$ cat src/rtl/uart_alu_pkg.sv
// Shared types and constants for the UART transmit-side arbitration logic.
package uart_alu_pkg;

    typedef enum logic [1:0] {
        ARB_IDLE   = 2'd0,
        ARB_GRANT0 = 2'd1,
        ARB_GRANT1 = 2'd2
    } arb_state_e;

    localparam int ARB_NUM_CH = 2;

endpackage

$ cat src/rtl/uart_tx_arbiter.sv
// Packet-level round-robin arbiter sharing the uart_tx byte stream between the
// ALU FSM result source (ch0) and the debug/status source (ch1).
//
// state      | meaning
// -----------+-----------------------------------------------------------
// ARB_IDLE   | no grant, outputs quiet; picks next channel from requests
// ARB_GRANT0 | ch0 owns the stream until its last byte or the watchdog
// ARB_GRANT1 | ch1 owns the stream until its last byte or the watchdog
module uart_tx_arbiter
    import uart_alu_pkg::*;
#(
    parameter int WIDTH_P   = 8,
    parameter int MAX_PKT_P = 16
) (
    input  logic                            clk,
    input  logic                            rst,
    input  logic [ARB_NUM_CH*WIDTH_P-1:0]   req_data_i,
    input  logic [ARB_NUM_CH-1:0]           req_valid_i,
    input  logic [ARB_NUM_CH-1:0]           req_last_i,
    output logic [ARB_NUM_CH-1:0]           req_ready_o,
    output logic [WIDTH_P-1:0]              data_o,
    output logic                            valid_o,
    input  logic                            ready_i,
    output logic [ARB_NUM_CH-1:0]           grant_o,
    output logic                            abort_o
);

    localparam int              CNT_W    = $clog2(MAX_PKT_P) + 1;
    localparam logic [CNT_W-1:0] CNT_LAST = CNT_W'(MAX_PKT_P - 1);

    arb_state_e       r_state;
    logic             r_ptr;
    logic [CNT_W-1:0] r_cnt;
    logic             r_abort;

    arb_state_e       w_state_nxt;
    logic             w_ptr_nxt;
    logic [CNT_W-1:0] w_cnt_nxt;
    logic             w_abort_nxt;
    logic             w_sel;
    logic             w_ch;
    logic             w_hs;

    // Index of the channel currently holding the grant and its handshake.
    // The handshake is built from the raw inputs so valid_o never sees ready_i.
    assign w_ch = (r_state == ARB_GRANT1);
    assign w_hs = (r_state != ARB_IDLE) & req_valid_i[w_ch] & ready_i;

    // State, round-robin pointer, beat counter and abort pulse registers.
    always_ff @(posedge clk) begin
        if (!rst) begin
            r_state <= ARB_IDLE;
            r_ptr   <= 1'b0;
            r_cnt   <= '0;
            r_abort <= 1'b0;
        end else begin
            r_state <= w_state_nxt;
            r_ptr   <= w_ptr_nxt;
            r_cnt   <= w_cnt_nxt;
            r_abort <= w_abort_nxt;
        end
    end

    // Next-state: arbitration in IDLE, packet tracking and watchdog while granted.
    always_comb begin
        w_state_nxt = r_state;
        w_ptr_nxt   = r_ptr;
        w_cnt_nxt   = r_cnt;
        w_abort_nxt = 1'b0;
        w_sel       = r_ptr;
        case (r_state)
            ARB_IDLE: begin
                if (|req_valid_i) begin
                    w_sel       = req_valid_i[r_ptr] ? r_ptr : ~r_ptr;
                    w_state_nxt = w_sel ? ARB_GRANT1 : ARB_GRANT0;
                end
            end
            ARB_GRANT0, ARB_GRANT1: begin
                if (w_hs) begin
                    if (req_last_i[w_ch] || (r_cnt == CNT_LAST)) begin
                        // Release: the other channel gets priority next time.
                        w_state_nxt = ARB_IDLE;
                        w_ptr_nxt   = ~w_ch;
                        w_cnt_nxt   = '0;
                        w_abort_nxt = ~req_last_i[w_ch];
                    end else begin
                        w_cnt_nxt = r_cnt + CNT_W'(1);
                    end
                end
            end
            default: begin
                w_state_nxt = ARB_IDLE;
                w_cnt_nxt   = '0;
            end
        endcase
    end

    // Output mux: granted channel passes straight through, everything quiet in IDLE.
    always_comb begin
        grant_o     = '0;
        data_o      = '0;
        valid_o     = 1'b0;
        req_ready_o = '0;
        case (r_state)
            ARB_GRANT0: begin
                grant_o        = 2'b01;
                data_o         = req_data_i[0 +: WIDTH_P];
                valid_o        = req_valid_i[0];
                req_ready_o[0] = ready_i;
            end
            ARB_GRANT1: begin
                grant_o        = 2'b10;
                data_o         = req_data_i[WIDTH_P +: WIDTH_P];
                valid_o        = req_valid_i[1];
                req_ready_o[1] = ready_i;
            end
            default: begin
                grant_o = '0;
            end
        endcase
    end

    assign abort_o = r_abort;

endmodule

$ cat config.mk
export PLATFORM = sky130hd
export DESIGN_NAME = uart_tx_arbiter
export DESIGN_NICKNAME = d
export VERILOG_FILES = /design/src/rtl/uart_alu_pkg.sv /design/src/rtl/uart_tx_arbiter.sv
export SDC_FILE = /design/constraint.sdc
export NUM_CORES = 1
export LEC_CHECK = 0
export BUFFER_PORTS_ARGS = -buffer_cell sky130_fd_sc_hd__buf_2
export CORE_MARGIN = 3
export CORE_UTILIZATION = 40
export CTS_CLUSTER_DIAMETER = 60
export DETAILED_ROUTE_END_ITERATION = 7
export HOLD_SLACK_MARGIN = 0.02
export PLACE_DENSITY = 0.82
export SYNTH_ARGS = -nofsm -noshare
export SYNTH_HDL_FRONTEND = slang
export SYNTH_SLANG_ARGS = --single-unit
$ cat constraint.sdc
create_clock -name clk -period 5.2 [get_ports clk]
set_input_delay 0.52 -clock clk [delete_from_list [all_inputs] [get_ports clk]]
set_output_delay 0.52 -clock clk [all_outputs]
set_load 0.02 [all_outputs]
==> summary.txt, run 1 <==
Status
  – Status: finished, final reports clean

Place
  – PortBufs: 36
  – Final HPWL DP: between 1 and 1.5 mm
  – Routability Congestion: 0.761

Clocking
  – # resized after CTS: 0
  – Clk slew on worst S/H paths: 0.07 ns
  – CTS root buf: clkbuf_4
  – CTS tree: done
  – Sink Count: 9
  – Max H-tree Level: 1
  – Cts bufs inserted: 3
  – Setup Buffers After CTS: 0
  – Hold-fix buffers, CTS: 0
  – Clock Path Buffers: 2
  – Worst-skew pair later-pin latency: 0.27 ns

Power and ir drop
  – Comb power frac: 67.9%
  – Switch share: 51.1%
  – Pint: 219 µW
  – Reg power frac: 19.1%
  – Pleak: 0.000418 µW
  – Clock share of power: 13.1%
  – Pwr Density: 486 nW/µm²
  – Peak supply drop: around 0.00031 V
  – Switching Power: 229 µW

Cells and area
  – Flip-flop and latch area: 180 µm²
  – Area of the multi-input gates: 478 µm²
  – Synthesis-to-layout area growth: 29.6%
  – N_diodes: 0
  – Final Core Density: 57.8%
  – Share of cells above drive strength 1: approximately a third
  – Final #Nets: 156
  – Fillers: 150

Die
  – Die footprint: 2320 µm²
  – Core area: around 1600 µm²
  – Die W: 48.2 µm
  – Initial Utilization: 44.6%
  – IO Count: 37
  – Std-Cell Rows: 14
  – Die Height: 48.2 µm

Global routing
  – Busiest grt layer: met1
  – Met3 usage: 6.64%
  – Met2 GRT Util: 21.6%
  – Initial antenna violation count: 0
  – Number of global-route vias before repair: 578
  – Global route overflow: 0
  – Met1 Usage GRT: 22.7%
  – First-pass GRT wire length: 2.54 mm
  – Total Routing Usage GR: 15.7%
  – Largest net degree at the start of global routing: 17

Routing
  – DRT iter0 DRCs: 13
  – Per-cell routed wire length: 12.3 µm
  – Routed vias/inst: 5.14
  – Vias: 771
  – TritonRoute pass-1 iters: 4
  – Drc violations: 0
  – Final wirelength: approximately 1.8 mm
  – Post-route ant nets: 0

Setup path
  – Critical R2R Launch: r_state[0]$_SDFFE_PN0P_
  – CP Launch Point: r_state[0]$_SDFFE_PN0P_
  – Crit path kind: reg2out
  – Bufs and invs on worst path: 2
  – Worst Setup End Kind: output port
  – Critical path arrival: 1.72 ns
  – Required time worst endpoint: 4.68 ns
  – CP top delay family: adder cells
  – CP Cell Sequence: inv_1, ha_1, a22oi_1, nor2_1, buf_2
  – CP max stage cell: ha_1
  – Critical Path Fanout Max: 16
  – Startpoint Class: flop
  – CP max stage delay: 0.54 ns

Synthesis
  – Post-synth top area share: 25.4%
  – Synth area leader: dfxtp_1
  – Syn nets: 120
  – Mean area per synthesized cell: 7.81 µm²
  – Yosys warns: 0
  – Unique masters post-synth: 30
  – Area contributors post-synth: dfxtp_1 (25%), a22oi_1 (11%), ha_1 (11%)
  – FF+latch count, synth: 9
  – Cell count after synthesis: 91
  – Post-synthesis sequential area ratio: 25.4%
  – Post-Synthesis Cell Area: ~710 µm²

Timing
  – Count of final max-slew check failures: 0
  – Final hold vios: 0
  – # setup viols final: 0
  – Max Freq: roughly 450 MHz
  – Fin crit period: 2.24 ns
  – Final period util: 43.1%
  – Slew @ Worst Pin: 0.599 ns
  – Worst rel slew slack: 60.1%
  – RSZ-0062 raised after global routing: no
  – Total negative slack: 0 ns
  – Layout Skew: 0.00341 ns

Hold path
  – Worst Hold Class: reg2reg
  – Hold Crit Start: r_cnt[4]$_SDFFE_PN0P_

Run
  – Max cap viols: 0
==> kinds of logic (layout without fill, tap and decap cells) <==
family	after synthesis	after routing	share of synthesized area (%)
muxes	5	5	7.75
and+or+nand+nor	35	35	25.4
buffers and inverters	12	47	7.39
AOI/OAI and AO/OA	24	24	23.6
adders and majority gates	6	6	10.6
DFF	9	9	25.4
==> synth_stat cells (all sizes together) <==
cell type	instances
nand2b	3
inv	7
or3	2
nand4b	1
mux2	1
dfxtp	9
o22a	1
nand2	5
o211ai	2
nor3	2
buf	1
clkbuf	4
o31ai	1
and2	2
and4	1
o21ai	4
ha	6
o221ai	1
nor2	11
or2	2
a22oi	10
a21oi	2
a21boi	2
nand3b	1
and3	1
nor3b	1
a211oi	1
mux2i	4
nand3	3
==> path summary, 6_finish.rpt <==
check                                             end  slack, ns  depth (start not counted)
worst max-delay path                        data_o[4]       2.96                          5
worst min register to register  r_cnt[4]$_SDFFE_PN0P_       0.45                          2
worst max register to register  r_cnt[3]$_SDFFE_PN0P_       3.11                          6
worst min-delay path            r_cnt[4]$_SDFFE_PN0P_       0.45                          2
==> layout make-up <==
type | instances | share of cell area, %
Multi-Input combinational cell | 70 | 51.9
Sequential cell | 9 | 19.6
Timing Repair Buffer | 36 | 19.6
Tap cell | 24 | 3.26
Clock buffer | 4 | 2.85
Inverter | 7 | 2.85
==> layout by cell type, fill, tap and decap left out <==
cell and count:
nor3b_1 1, a21oi_1 2, nand3b_1 1, clkbuf_1 1
o22a_1 1, o31ai_1 1, clkbuf_4 3, nor2_1 11
or2_2 1, a211oi_1 1, and3_1 1, ha_1 6
mux2_4 1, nand4b_1 1, dfxtp_1 9, mux2i_1 4
nor3_1 2, or2_1 1, o221ai_1 1, inv_1 7
or3_1 2, o21ai_0 4, and2_1 2, nand3_1 3
a21boi_1 2, and4_1 1, o211ai_1 2, buf_2 36
a22oi_1 10, nand2b_1 3, nand2_1 5
==> layer usage <==
| metal | part of all wire [%] | vias to the layer above | wire, µm |
|---|---|---|---|
| li1 | - | 395 | - |
| met1 | 45 | 353 | 837 |
| met2 | 49 | 23 | 900 |
| met3 | 5.6 | 0 | 103 |
| met4 | 0 | 0 | 0 |
| met5 | 0 | - | 0 |
==> worst reg2reg max path: stages, from the launching register on <==
cell and delay (ns):
dfxtp_1 0.34, inv_1 0.09, ha_1 0.54, mux2i_1 0.20, nor3_1 0.40, nand4b_1 0.21, o31ai_1 0.24
==> power groups by stage <==
stage	Combinational (µW)	Clock, µW	Sequential (µW)
after floorplan	241	0	85.3
after global placement	292	0	86.0
after detailed placement	298	0	86.8
after CTS	300	60.3	85.3
after global routing	327	65.2	86.7
final	304	58.6	85.3
==> registers in the layout, summed over array words and instances, names as in the netlist <==
| name | cells |
|---|---|
| abort_o | 1 |
| r_state | 2 |
| r_cnt | 5 |
| r_ptr | 1 |
==> metrics by stage <==
| stage | setup slack (ns) | std cells | power [µW] | cell area (µm²) | hold WS, ns |
|---|---|---|---|---|---|
| after detailed placement | 3.14 | 146 | 385 | 895 | 0.446 |
| after floorplan | 3.16 | 91 | 326 | 711 | 0.431 |
| after CTS | 2.94 | 150 | 445 | 921 | 0.456 |
| after global routing | 2.79 | 150 | 479 | 921 | 0.508 |
| after global placement | 3.20 | 146 | 378 | 895 | 0.440 |
| final | 2.96 | 150 | 448 | 921 | 0.453 |
Note: power is estimated with default switching activity, not from simulation.
==> run 2: changes to the inputs <==
- clock period: 5.2 -> 2.3 ns (I/O delays scaled with it)
==> run 2 against run 1 <==
  * Global-route usage increased by 1.3 points
  * Critical path type is now reg2reg
  * Utilization increased by 0.94 points
  * Worst setup slack got worse by 2.7 ns
  * Final area increased by 1.6%
  * Worst hold slack got worse by 0.13 ns
  * Clock power increased by 110%
  * Critical path depth increased by 1
  * First-iteration DRC count increased by 46%
  * Count of clock-buffer cells in the layout unchanged
  * Power increased by 130%
==> summary.txt, run 2 (synthesis gave the netlist of run 1 again) <==
Setup path
  – Crit path kind: reg2reg
  – Critical path arrival: 2.15 ns
  – Bufs and invs on worst path: 2
  – CP Cell Sequence: inv_1, ha_1, inv_1, nor3_1, nand4b_1, o31ai_1
  – Critical Path Fanout Max: 11
  – Cell mode on critical path: inv_1
  – Startpoint Class: flop
  – CP max stage delay: 0.41 ns
  – Required time worst endpoint: 2.45 ns
  – CP top delay family: simple AND/OR/NAND/NOR gates
  – Worst Setup End Kind: flop
  – CP max stage cell: dfxtp_1

Clocking
  – Sink Count: 9
  – Cts bufs inserted: 3
  – Clock Path Buffers: 2
  – CTS tree: done
  – Max H-tree Level: 1
  – Hold-fix buffers, CTS: 0
  – Setup Buffers After CTS: 0
  – Clk slew on worst S/H paths: 0.06 ns
  – # resized after CTS: 0
  – Worst-skew pair later-pin latency: around 0.26 ns
  – CTS root buf: clkbuf_4

Routing
  – DRT iter0 DRCs: 19
  – Drc violations: 0
  – Post-route ant nets: 0
  – Routed vias/inst: roughly 5.3
  – Vias: 805
  – Final wirelength: around 2.0 mm
  – Per-cell routed wire length: approximately 13 µm
  – TritonRoute pass-1 iters: 4

Cells and area
  – Share of cells above drive strength 1: 33.6%
  – Most flops, register: r_cnt
  – Flip-flop count of the largest register after layout: 5
  – Flip-flop and latch area: about 180 µm²
  – Final #Nets: 158
  – Fin area: 936 µm²
  – Non-filler instance count after layout: around 150
  – N_diodes: 0
  – Most common cell after layout, fill and taps aside: buf_2
  – Area of the multi-input gates: 478 µm²
  – Most frequent cells in the layout: buf_2 (36), nor2_1 (11), a22oi_1 (10)
  – Biggest regs: r_cnt: 5 flops, r_state: 2 flops
  – Synthesis-to-layout area growth: 31.7%
  – Fillers: 143

Place
  – Final HPWL DP: 1.56 mm
  – Worst slack, placed: 0.375 ns
  – Area after DPL: 910 µm²
  – Cells after DPL: 148
  – PortBufs: 36
  – Routability Congestion: 0.871

Die
  – IO Count: 37
  – Die W: 48.2 µm
  – Initial Utilization: 44.6%
  – Std-Cell Rows: 14
  – Core area: approximately 1600 µm²
  – Die Height: 48.2 µm
  – Die footprint: 2320 µm²

Global routing
  – Largest net degree at the start of global routing: 13
  – Total Routing Usage GR: roughly 17%
  – First-pass GRT wire length: 2.70 mm
  – Global route overflow: 0
  – Number of global-route vias before repair: 608
  – Initial antenna violation count: 0

Power and ir drop
  – Pleak: 0.000429 µW
  – Pwr Density: around 1100 nW/µm²
  – Peak supply drop: 0.000740 V

Timing
  – Final setup margin: 0.304 ns
  – Fin crit period: 2.00 ns
  – # setup viols final: 0
  – Count of final max-slew check failures: 0
  – Worst Hold Slack: approximately 0.33 ns
  – Total negative slack: 0 ns
  – Worst rel slew slack: between 70 and 80%
  – Max Freq: 501 MHz
  – Layout Skew: 0.0104 ns
  – Final hold vios: 0
  – Final period util: 86.8%
  – RSZ-0062 raised after global routing: no
  – Slew @ Worst Pin: 0.406 ns

Status
  – Status: finished, final reports clean

Run
  – Max cap viols: 0

Hold path
  – Worst Hold Class: in2reg
## run 2: cell types whose count changed in the layout (fill, tap and decap cells not counted), sizes merged
| cell | previous run | this run |
|---|---|---|
| buf | 36 | 38 |
## run 2: where the power goes
part	leakage, µW	internal, µW	total (µW)	switching, µW
clock network	0.0000150	66.8	121	54.6
registers	0.0000728	176	198	22.4
logic	0.000341	264	715	451
total	0.000429	507	1030	528
## run 2: layout make-up
class / count / share of cell area (%)
multi-input cells: 70 / 51.1
repair buffers: 38 / 20.9
flip-flops and latches: 9 / 19.3
well taps: 24 / 3.21
clock buffers: 4 / 2.81
inverters: 7 / 2.81
## run 2: layer usage
metal | track usage (%) | wire length [µm] | vias up | share of wire, %
met4 | 4.84 | 17 | 0 | 0.85
met1 | 22.8 | 893 | 379 | 45
met3 | 5.54 | 70 | 5 | 3.5
met5 | 0 | 0 | - | 0
met2 | 26.0 | 1010 | 18 | 51
li1 | - | - | 403 | -
## run 2: metrics by stage
step / total power (µW) / utilization [%]
floorplan: 738 / -
global route: 1110 / 58.7
global placement: 875 / 57.1
detailed placement: 899 / 57.1
CTS: 1030 / 58.7
finish: 1030 / 58.7
## run 2: worst min-delay path, delay by kind of cell
family	cells	cell delay [ns]
buffers and inverters	1	0.17
AOI/OAI and AO/OA	2	0.14
## run 2: path summary, 6_finish.rpt
path                                end                     from  cells after the start  slack, ns
hold / removal       r_ptr$_SDFFE_PN0P_                      rst                      3       0.33
setup / recovery  r_cnt[3]$_SDFFE_PN0P_  r_state[0]$_SDFFE_PN0P_                      6       0.30
setup reg to reg  r_cnt[3]$_SDFFE_PN0P_  r_state[0]$_SDFFE_PN0P_                      6       0.30
hold reg to reg   r_cnt[4]$_SDFFE_PN0P_    r_cnt[4]$_SDFFE_PN0P_                      2       0.47
